## src/rtl/avmm_burst_responder_if.sv

```systemverilog
`default_nettype none
// +----------------------------------------------------------------------------+
// | avmm_burst_responder_if : Avalon-MM burst bus (initiator <-> BRAM responder) |
// | Revision 1.0                                                                |
// +----------------------------------------------------------------------------+
interface avmm_burst_responder_if #(
  parameter int DATA_W  = 128,
  parameter int ADDR_W  = 32,
  parameter int BURST_W = 5
);
  logic [ADDR_W-1:0]   address;
  logic [BURST_W-1:0]  burstcount;
  logic                read;
  logic                write;
  logic [DATA_W-1:0]   writedata;
  logic [DATA_W/8-1:0] byteenable;
  logic                waitrequest;
  logic [DATA_W-1:0]   readdata;
  logic                readdatavalid;

  modport master (
    output address, burstcount, read, write, writedata, byteenable,
    input  waitrequest, readdata, readdatavalid
  );

  modport slave (
    input  address, burstcount, read, write, writedata, byteenable,
    output waitrequest, readdata, readdatavalid
  );
endinterface
`default_nettype wire

```

## src/rtl/avmm_burst_responder.sv

```systemverilog
`default_nettype none
// +----------------------------------------------------------------------------+
// | avmm_burst_responder : Avalon-MM burst slave fronting a sync-read BRAM      |
// | Revision 1.0                                                                |
// +----------------------------------------------------------------------------+
module avmm_burst_responder #(
  parameter int DATA_W  = 128,
  parameter int ADDR_W  = 32,
  parameter int MEM_AW  = 12,
  parameter int BURST_W = 5
) (
  input  logic                  clk,
  input  logic                  rst_n,
  avmm_burst_responder_if.slave bus,
  output logic [MEM_AW-1:0]     mem_addr,
  output logic                  mem_we,
  output logic [DATA_W/8-1:0]   mem_be,
  output logic [DATA_W-1:0]     mem_wdata,
  output logic                  mem_re,
  input  logic [DATA_W-1:0]     mem_q,
  output logic                  proto_err
);
  localparam int BE_W     = DATA_W / 8;
  localparam int OFFSET_W = $clog2(BE_W);

  typedef enum logic [1:0] {
    IDLE     = 2'd0,
    RD_BURST = 2'd1,
    WR_BURST = 2'd2
  } state_t;

  state_t             state_q, state_d;
  logic [MEM_AW-1:0]  addr_q, addr_d;
  logic [BURST_W-1:0] remaining_q, remaining_d;
  logic               ready_q, ready_d;
  logic               proto_err_q, proto_err_d;
  logic               rvalid_q, rvalid_d;
  logic               waitrequest;
  logic [MEM_AW-1:0]  cmd_word;
  logic               cmd_any;
  logic               cmd_illegal;
  logic               unused_addr_bits;

  // Byte offset bits are dropped and upper bits truncated, so addressing wraps modulo depth.
  assign cmd_word         = bus.address[OFFSET_W +: MEM_AW];
  assign unused_addr_bits = ^bus.address;
  assign cmd_any          = bus.read | bus.write;
  assign cmd_illegal      = (bus.read & bus.write) | (bus.burstcount == '0);

  always_comb begin
    state_d     = state_q;
    addr_d      = addr_q;
    remaining_d = remaining_q;
    ready_d     = 1'b1;
    proto_err_d = proto_err_q;
    waitrequest = 1'b1;
    mem_addr    = addr_q;
    mem_we      = 1'b0;
    mem_re      = 1'b0;
    mem_be      = '0;
    mem_wdata   = '0;

    case (state_q)
      IDLE: begin
        waitrequest = !ready_q;
        if (ready_q && cmd_any) begin
          if (cmd_illegal) begin
            proto_err_d = 1'b1;
          end else if (bus.read) begin
            addr_d      = cmd_word;
            remaining_d = bus.burstcount;
            state_d     = RD_BURST;
          end else begin
            // First write beat goes straight to memory in the accept cycle.
            mem_we    = 1'b1;
            mem_addr  = cmd_word;
            mem_wdata = bus.writedata;
            mem_be    = bus.byteenable;
            if (bus.burstcount != BURST_W'(1)) begin
              addr_d      = cmd_word + MEM_AW'(1);
              remaining_d = bus.burstcount - BURST_W'(1);
              state_d     = WR_BURST;
            end
          end
        end
      end

      RD_BURST: begin
        mem_re      = 1'b1;
        addr_d      = addr_q + MEM_AW'(1);
        remaining_d = remaining_q - BURST_W'(1);
        if (remaining_q == BURST_W'(1)) begin
          state_d = IDLE;
        end
      end

      WR_BURST: begin
        waitrequest = 1'b0;
        if (bus.read) begin
          proto_err_d = 1'b1;
        end
        if (bus.write) begin
          mem_we      = 1'b1;
          mem_wdata   = bus.writedata;
          mem_be      = bus.byteenable;
          addr_d      = addr_q + MEM_AW'(1);
          remaining_d = remaining_q - BURST_W'(1);
          if (remaining_q == BURST_W'(1)) begin
            state_d = IDLE;
          end
        end
      end

      default: begin
        state_d = IDLE;
      end
    endcase

    rvalid_d = mem_re;
  end

  always_ff @(posedge clk or negedge rst_n) begin
    if (!rst_n) begin
      state_q     <= IDLE;
      addr_q      <= '0;
      remaining_q <= '0;
      ready_q     <= 1'b0;
      proto_err_q <= 1'b0;
      rvalid_q    <= 1'b0;
    end else begin
      state_q     <= state_d;
      addr_q      <= addr_d;
      remaining_q <= remaining_d;
      ready_q     <= ready_d;
      proto_err_q <= proto_err_d;
      rvalid_q    <= rvalid_d;
    end
  end

  // The BRAM output register supplies the read pipeline stage; gate it so idle readdata is 0.
  assign bus.readdata      = rvalid_q ? mem_q : '0;
  assign bus.readdatavalid = rvalid_q;
  assign bus.waitrequest   = waitrequest;
  assign proto_err         = proto_err_q;
endmodule
`default_nettype wire

```

## src/flat_wrapper.sv

```systemverilog
// flat-port wrapper written by rule: the top's interface ports become plain ports
module avmm_burst_responder_flat 
#(
  parameter int DATA_W  = 128,
  parameter int ADDR_W  = 32,
  parameter int MEM_AW  = 12,
  parameter int BURST_W = 5
)
  (clk, rst_n, mem_addr, mem_we, mem_be, mem_wdata, mem_re, mem_q, proto_err, bus_address, bus_burstcount, bus_read, bus_write, bus_writedata, bus_byteenable, bus_waitrequest, bus_readdata, bus_readdatavalid);
  avmm_burst_responder_if #(.DATA_W(DATA_W), .ADDR_W(ADDR_W), .BURST_W(BURST_W)) bus_i ();
  input  logic clk;
  input  logic rst_n;
  output logic [MEM_AW-1:0] mem_addr;
  output logic mem_we;
  output logic [DATA_W/8-1:0] mem_be;
  output logic [DATA_W-1:0] mem_wdata;
  output logic mem_re;
  input  logic [DATA_W-1:0] mem_q;
  output logic proto_err;
  input wire logic [$bits(bus_i.address)-1:0] bus_address;
  input wire logic [$bits(bus_i.burstcount)-1:0] bus_burstcount;
  input wire logic [$bits(bus_i.read)-1:0] bus_read;
  input wire logic [$bits(bus_i.write)-1:0] bus_write;
  input wire logic [$bits(bus_i.writedata)-1:0] bus_writedata;
  input wire logic [$bits(bus_i.byteenable)-1:0] bus_byteenable;
  output wire logic [$bits(bus_i.waitrequest)-1:0] bus_waitrequest;
  output wire logic [$bits(bus_i.readdata)-1:0] bus_readdata;
  output wire logic [$bits(bus_i.readdatavalid)-1:0] bus_readdatavalid;
  assign bus_i.address = bus_address;
  assign bus_i.burstcount = bus_burstcount;
  assign bus_i.read = bus_read;
  assign bus_i.write = bus_write;
  assign bus_i.writedata = bus_writedata;
  assign bus_i.byteenable = bus_byteenable;
  assign bus_waitrequest = bus_i.waitrequest;
  assign bus_readdata = bus_i.readdata;
  assign bus_readdatavalid = bus_i.readdatavalid;
  avmm_burst_responder #(.DATA_W(DATA_W), .ADDR_W(ADDR_W), .MEM_AW(MEM_AW), .BURST_W(BURST_W)) u_core (.clk(clk), .rst_n(rst_n), .bus(bus_i), .mem_addr(mem_addr), .mem_we(mem_we), .mem_be(mem_be), .mem_wdata(mem_wdata), .mem_re(mem_re), .mem_q(mem_q), .proto_err(proto_err));
endmodule
```

## config.mk

```make
export PLATFORM = sky130hd
export DESIGN_NAME = avmm_burst_responder_flat
export DESIGN_NICKNAME = d
export VERILOG_FILES = /design/src/rtl/avmm_burst_responder_if.sv /design/src/rtl/avmm_burst_responder.sv /design/src/flat_wrapper.sv
export SDC_FILE = /design/constraint.sdc
export NUM_CORES = 1
export LEC_CHECK = 0
export ABC_AREA = 1
export ABC_CLOCK_PERIOD_IN_PS = 4100
export BUFFER_PORTS_ARGS = -buffer_cell sky130_fd_sc_hd__buf_2
export CORE_AREA = 3 3 232 234
export DETAILED_ROUTE_END_ITERATION = 7
export DIE_AREA = 0 0 235 237
export SLEW_MARGIN = 10
export SYNTH_ARGS = -nofsm -noshare
export SYNTH_HDL_FRONTEND = slang
export SYNTH_SLANG_ARGS = --single-unit
```

## constraint.sdc

```tcl
create_clock -name clk -period 4.1 [get_ports clk]
set_input_delay 0.82 -clock clk [delete_from_list [all_inputs] [get_ports clk]]
set_output_delay 0.82 -clock clk [all_outputs]
set_load 0.03 [all_outputs]
```

After elaboration in Yosys (flattened, before gate mapping)
Index checks and enable logic that the tools add are counted.

$add $sub $neg: 4. Multipliers: 0. Div/mod/pow operators: 0. Order comparisons: 0. Equal/unequal tests: 10. Shift-type cells: 0. Multiplexer cells: 45. Bitwise operators: 3. Reductions and logical operators: 9.

Operators by type and width (number): $mux W128 (5); $pmux W128 S2 (1); $mux W12 (9); $mux W16 (4); $pmux W12 S3 (1); $pmux W16 S2 (1); $mux W5 (5); $add A12 B1 Y12 const B (2); $pmux W5 S3 (1); $mux W2 (6); $sub A5 B1 Y5 const B (2); $mux W1 (8); $reduce_and A4 Y1 (2); $ne A2 B2 Y1 const B (3); $pmux W1 S2 (3); $pmux W2 S3 (1); $eq A5 B1 Y1 const B (1); $logic_not A5 Y1 (1); $ne A5 B1 Y1 const B (1); $reduce_and A5 Y1 (1); $ne A2 B1 Y1 const B (2); $ne A3 B2 Y1 const B (1); $reduce_bool A3 Y1 (1); $eq A2 B1 Y1 const B (1); other kinds (7) (8).

Bits in registers: 22. Bits in latches: 0. RAM bits: 0. Memory bits (read-only): 0. Input port bits: 313. Output and inout port bits: 289. Word-level logic and storage cells: 77. Memories kept: 0.

Depth between registers and ports, before layout
Depth in word-level cells: 6. Gate-level depth with buffers: 12.

Least setup slack after synthesis
Ideal clock, no wire load.

Path kind: in2out. Start: input port bus_burstcount[1]. End: output port mem_addr[10]. Arrival time: 2.269 ns. Data required time: 3.280 ns. Path slack: 1.011 ns. Cell stages on the path: 7. Path through: inv_1 -> ha_1 -> nand2_1 -> o211ai_4 -> buf_6 -> buf_4 -> o21ai_0.

Word-level cells in the longest chain between the ends: 5.

Ends and longest elaborated chain: from (decl) (line flat_wrapper.sv:21) `input wire logic [$bits(bus_i.burstcount)-1:0] bus_burstcount;`; $logic_not A5 Y1 (line avmm_burst_responder.sv:48) `assign cmd_illegal = (bus.read & bus.write) | (bus.burstcount == '0);`; $or A1 B1 Y1 (line avmm_burst_responder.sv:48); $mux W12 (line avmm_burst_responder.sv:67) `if (cmd_illegal) begin`; $mux W12 (line avmm_burst_responder.sv:66) `if (ready_q && cmd_any) begin`; $mux W12 (line avmm_burst_responder.sv:63) `case (state_q)`; to (decl) (line flat_wrapper.sv:13) `output logic [MEM_AW-1:0] mem_addr;`.

No other way between the ends.

Final worst setup path
Start: input port bus_burstcount[1]. End: output port mem_wdata[66].

Word-level cells in the longest chain between the ends: 5.

Ends and longest elaborated chain: $logic_not A5 Y1 (line avmm_burst_responder.sv:48); $or A1 B1 Y1 (line avmm_burst_responder.sv:48); $mux W128 (line avmm_burst_responder.sv:67); $mux W128 (line avmm_burst_responder.sv:66); $pmux W128 S2 (line avmm_burst_responder.sv:63); to (decl) (line flat_wrapper.sv:16) `output logic [DATA_W-1:0] mem_wdata;`.

No other way between the ends.

==> metrics.md <==
| Metric | Value |
|---|---|
| Synth cell count leaders | 232 x nand2_1, 171 x inv_1, 138 x a21boi_0 |
| Final WL | 31610 um |
| Clock skew after layout | 2.818 ps |
| Post-Syn Instances | 772 |
| Crit path cell chain | buf_2, inv_1, ha_1, nand2_1, o211ai_4, buf_12, a21boi_0, buf_2 |
| Worst-margin pin slew | 947.1 ps |
| Hold WS | 468.1 ps |
| Post-synthesis sequential area ratio | 12.51% |
| Max cap viols | 0 |
| Ratio of total power to cell area | 482.3 mW/mm^2 |
| Placed Cells | 1996 |
| Post-DRT Antenna Nets | 0 |
| Min-Delay Path Class | register to register |
| Hold wc startpoint | u_core.proto_err$_DFFE_PN0P_ |
| Number of H-tree levels | 1 |
| Number of distinct library cells after synthesis | 39 |
| Crit-path max cell delay | 520 ps |
| Syn Area/Cell | 5.698 um^2 |
| Clock power frac | 5.5% |
| CP most frequent cell | buf_2 |
| Initial antenna violation count | 35 |
| NumNets Final | 1637 |
| Core Rows | 84 |
| Overall power consumption | 3.890 mW |
| Setup bufs post-CTS | 0 |
| Full die area | 0.05570 mm^2 |
| DR WL/cell | 15.73 um |
| Clk buf depth | 2 |
| DR iter-0 viols | 234 |
| Ys async rst share | 100.0% |
| Final std cells w/o fill | 2009 |
| CTS tree | yes |
| CTS buffer count | 3 |
| Clk pin slew, worst setup/hold paths | 60 ps |
| Synth Area in XOR/XNOR | 0.7964% |
| Net Sw Frac | 64.85% |
| Yosys warns | 0 |
| Post-synthesis cell area | 0.004399 mm^2 |
| Crit. End Element | primary output |
| Via count | 6930 |
| RePlAce Congestion | 0.9036 |
| Compound-cell area share of the yosys netlist | 32.62% |
| Worst VDD drop | 0.2119 mV |
| Clk sinks | 22 |
| Via density | 3.449 |
| Later-pin clock latency in the skew report | 260 ps |
| Seq pwr share | 12.3% |
| Post-CTS resize count | 0 |
| Yosys top cell by area | a21boi_0 |
| Mux share of post-synthesis cell area | 0.2275% |
| Adder-cell share of the synthesized area | 3.129% |
| Synth top area share | 23.55% |
| LEAKAGE | 5.564 nW |
| Syn Nets | 1096 |
| Critical path buffers and inverters | 4 |
| Die width | 235 um |
| Synthesized flop and latch total | 22 |
| Fin. max-slew vios | 0 |
| CP max FO | 75 |
| Max_slew headroom | 36.86% |
| Die Span Y | 237 um |
| Synth Area in Simple Gates | 27.90% |
| NetSw | 2.523 mW |
| Pin count of the biggest net entering global routing | 94 |
| FF-to-FF Start | u_core.state_q[0]$_DFFE_PN0P_ |
| CP arrival | 2600 ps |
| Final Cycle Share | 83.48% |
| Layout cells sized above 1 | 46.95% |
| Fmax | 292.2 MHz |
| WP data required | 3280 ps |
| RSZ-0062 raised after global routing | no |
| Total I/O pin count | 602 |
| GR Overflow Total | 0 |
| GR Util All Layers | 10.43% |
| Min cycle time layout | 3423 ps |
| Final Cell Area | 0.008065 mm^2 |
| Setup TNS | 0 ps |
| DPL Wire Length | 28320 um |
| Slowest CP cell | o211ai_4 |
| First-pass GRT wire length | 43050 um |
| Delay-heaviest family, CP | buffers and inverters |
| Post-synth EDFFs | 0 |
| Area Overhead vs Synth | 83.33% |
| Cts hold-fix bufs | 0 |
| Final setup vio count | 0 |
| Final number of hold-violating endpoints | 0 |
| Main area contributors after synthesis | a21boi_0 24%, nand2_1 20%, inv_1 15% |
| Number of remaining DRC errors | 0 |
| Starting Density | 8.422% |
| Status | finished clean |
| Critical Path Source Type | input port |
| PortBufs | 581 |
| Critical path launch point | bus_burstcount[1] |
| Logic pwr share | 82.2% |
| Vias in the first global route | 6390 |
| Crit path kind | input port to primary output |
| Placed cell area | 0.007964 mm^2 |
| Count leader, synth | nand2_1 |
| TritonRoute pass-1 iters | 4 |
| Core Box Area | 0.05224 mm^2 |
| Largest family of logic cells by synthesized area | compound AO/OA/AOI/OAI gates |
| Clk root buf | clkbuf_16 |
| Top_reg_cell synth | dfrtp_1 |
| P_int | 1.367 mW |
-- power groups by stage --
stage	combinational [mW]	sequential [mW]	clock (mW)
after floorplan	2.31	0.389	0
after global placement	3.22	0.484	0
after detailed placement	3.22	0.485	0
after CTS	3.24	0.482	0.219
after global routing	3.50	0.507	0.231
final	3.20	0.478	0.213
-- worst paths after layout --
check                                                     endpoint  slack (ps)  cells past startpoint
min in group asynchronous             u_core.addr_q[1]$_DFFE_PN0P_         530                      1
max in group asynchronous       u_core.bus.readdatavalid$_DFF_PN0_        3180                      1
worst min-delay path                  u_core.proto_err$_DFFE_PN0P_         470                      1
worst min register to register        u_core.proto_err$_DFFE_PN0P_         470                      1
worst max register to register       u_core.state_q[1]$_DFFE_PN0P_        1490                      8
worst max-delay path                                 mem_wdata[66]         680                      8
-- layout by cell type, fill, tap and decap left out, drive strengths merged --
| cell type | count |
|---|---|
| nand4 | 6 |
| or2 | 1 |
| o31ai | 1 |
| nand3 | 26 |
| ha | 11 |
| clkbuf | 4 |
| clkinv | 1 |
| a21boi | 145 |
| xor2 | 2 |
| a21o | 1 |
| a31oi | 1 |
| o211ai | 1 |
| a21oi | 10 |
| o32ai | 1 |
| xnor2 | 2 |
| diode | 9 |
| inv | 174 |
| dfrtp | 22 |
| o21bai | 1 |
| mux2i | 1 |
| o21ai | 42 |
| conb | 1 |
| nor2 | 30 |
| nand2 | 236 |
| o21a | 2 |
| buf | 590 |
-- cells by family after synthesis --
logic type	Yosys count
AO/OA/AOI/OAI	205
adder cells (fa/ha/maj)	11
other	1
AND/OR/NAND/NOR	299
XOR/XNOR	4
multiplexers	1
buffers and inverters	229
flip-flops	22
-- routing by layer --
metal / share of wire [%] / global-route usage (%) / wire, um
met1: 35 / 11.01 / 11020
met2: 50 / 19.58 / 15930
met3: 10 / 3.168 / 3203
met4: 4.5 / 3.543 / 1413
met5: 0.15 / 0 / 48
-- state kept, by name, indices dropped and copies added, names as in the netlist --
register / cells
u_core.addr_q: 12
u_core.remaining_q: 5
u_core.proto_err: 1
u_core.ready_q: 1
u_core.state_q: 2
u_core.bus.readdatavalid: 1
-- layout make-up --
cell class,instances,area [um^2]
Sequential cell,22,554.3
Timing Repair Buffer,590,3025
Inverter,175,666.9
Antenna cell,9,22.52
Multi-Input combinational cell,521,2856
Tap cell,688,860.8
Clock buffer,4,78.83
Fill cell,6157,44170
-- per-stage QoR --
stage	utilization, %	setup slack [ps]
after floorplan	-	1011
after CTS	15.40	620.3
after global routing	15.41	500.0
after detailed placement	15.25	630.3
final	15.44	677.3
after global placement	15.25	659.5
Note: power is estimated with default switching activity, not from simulation.
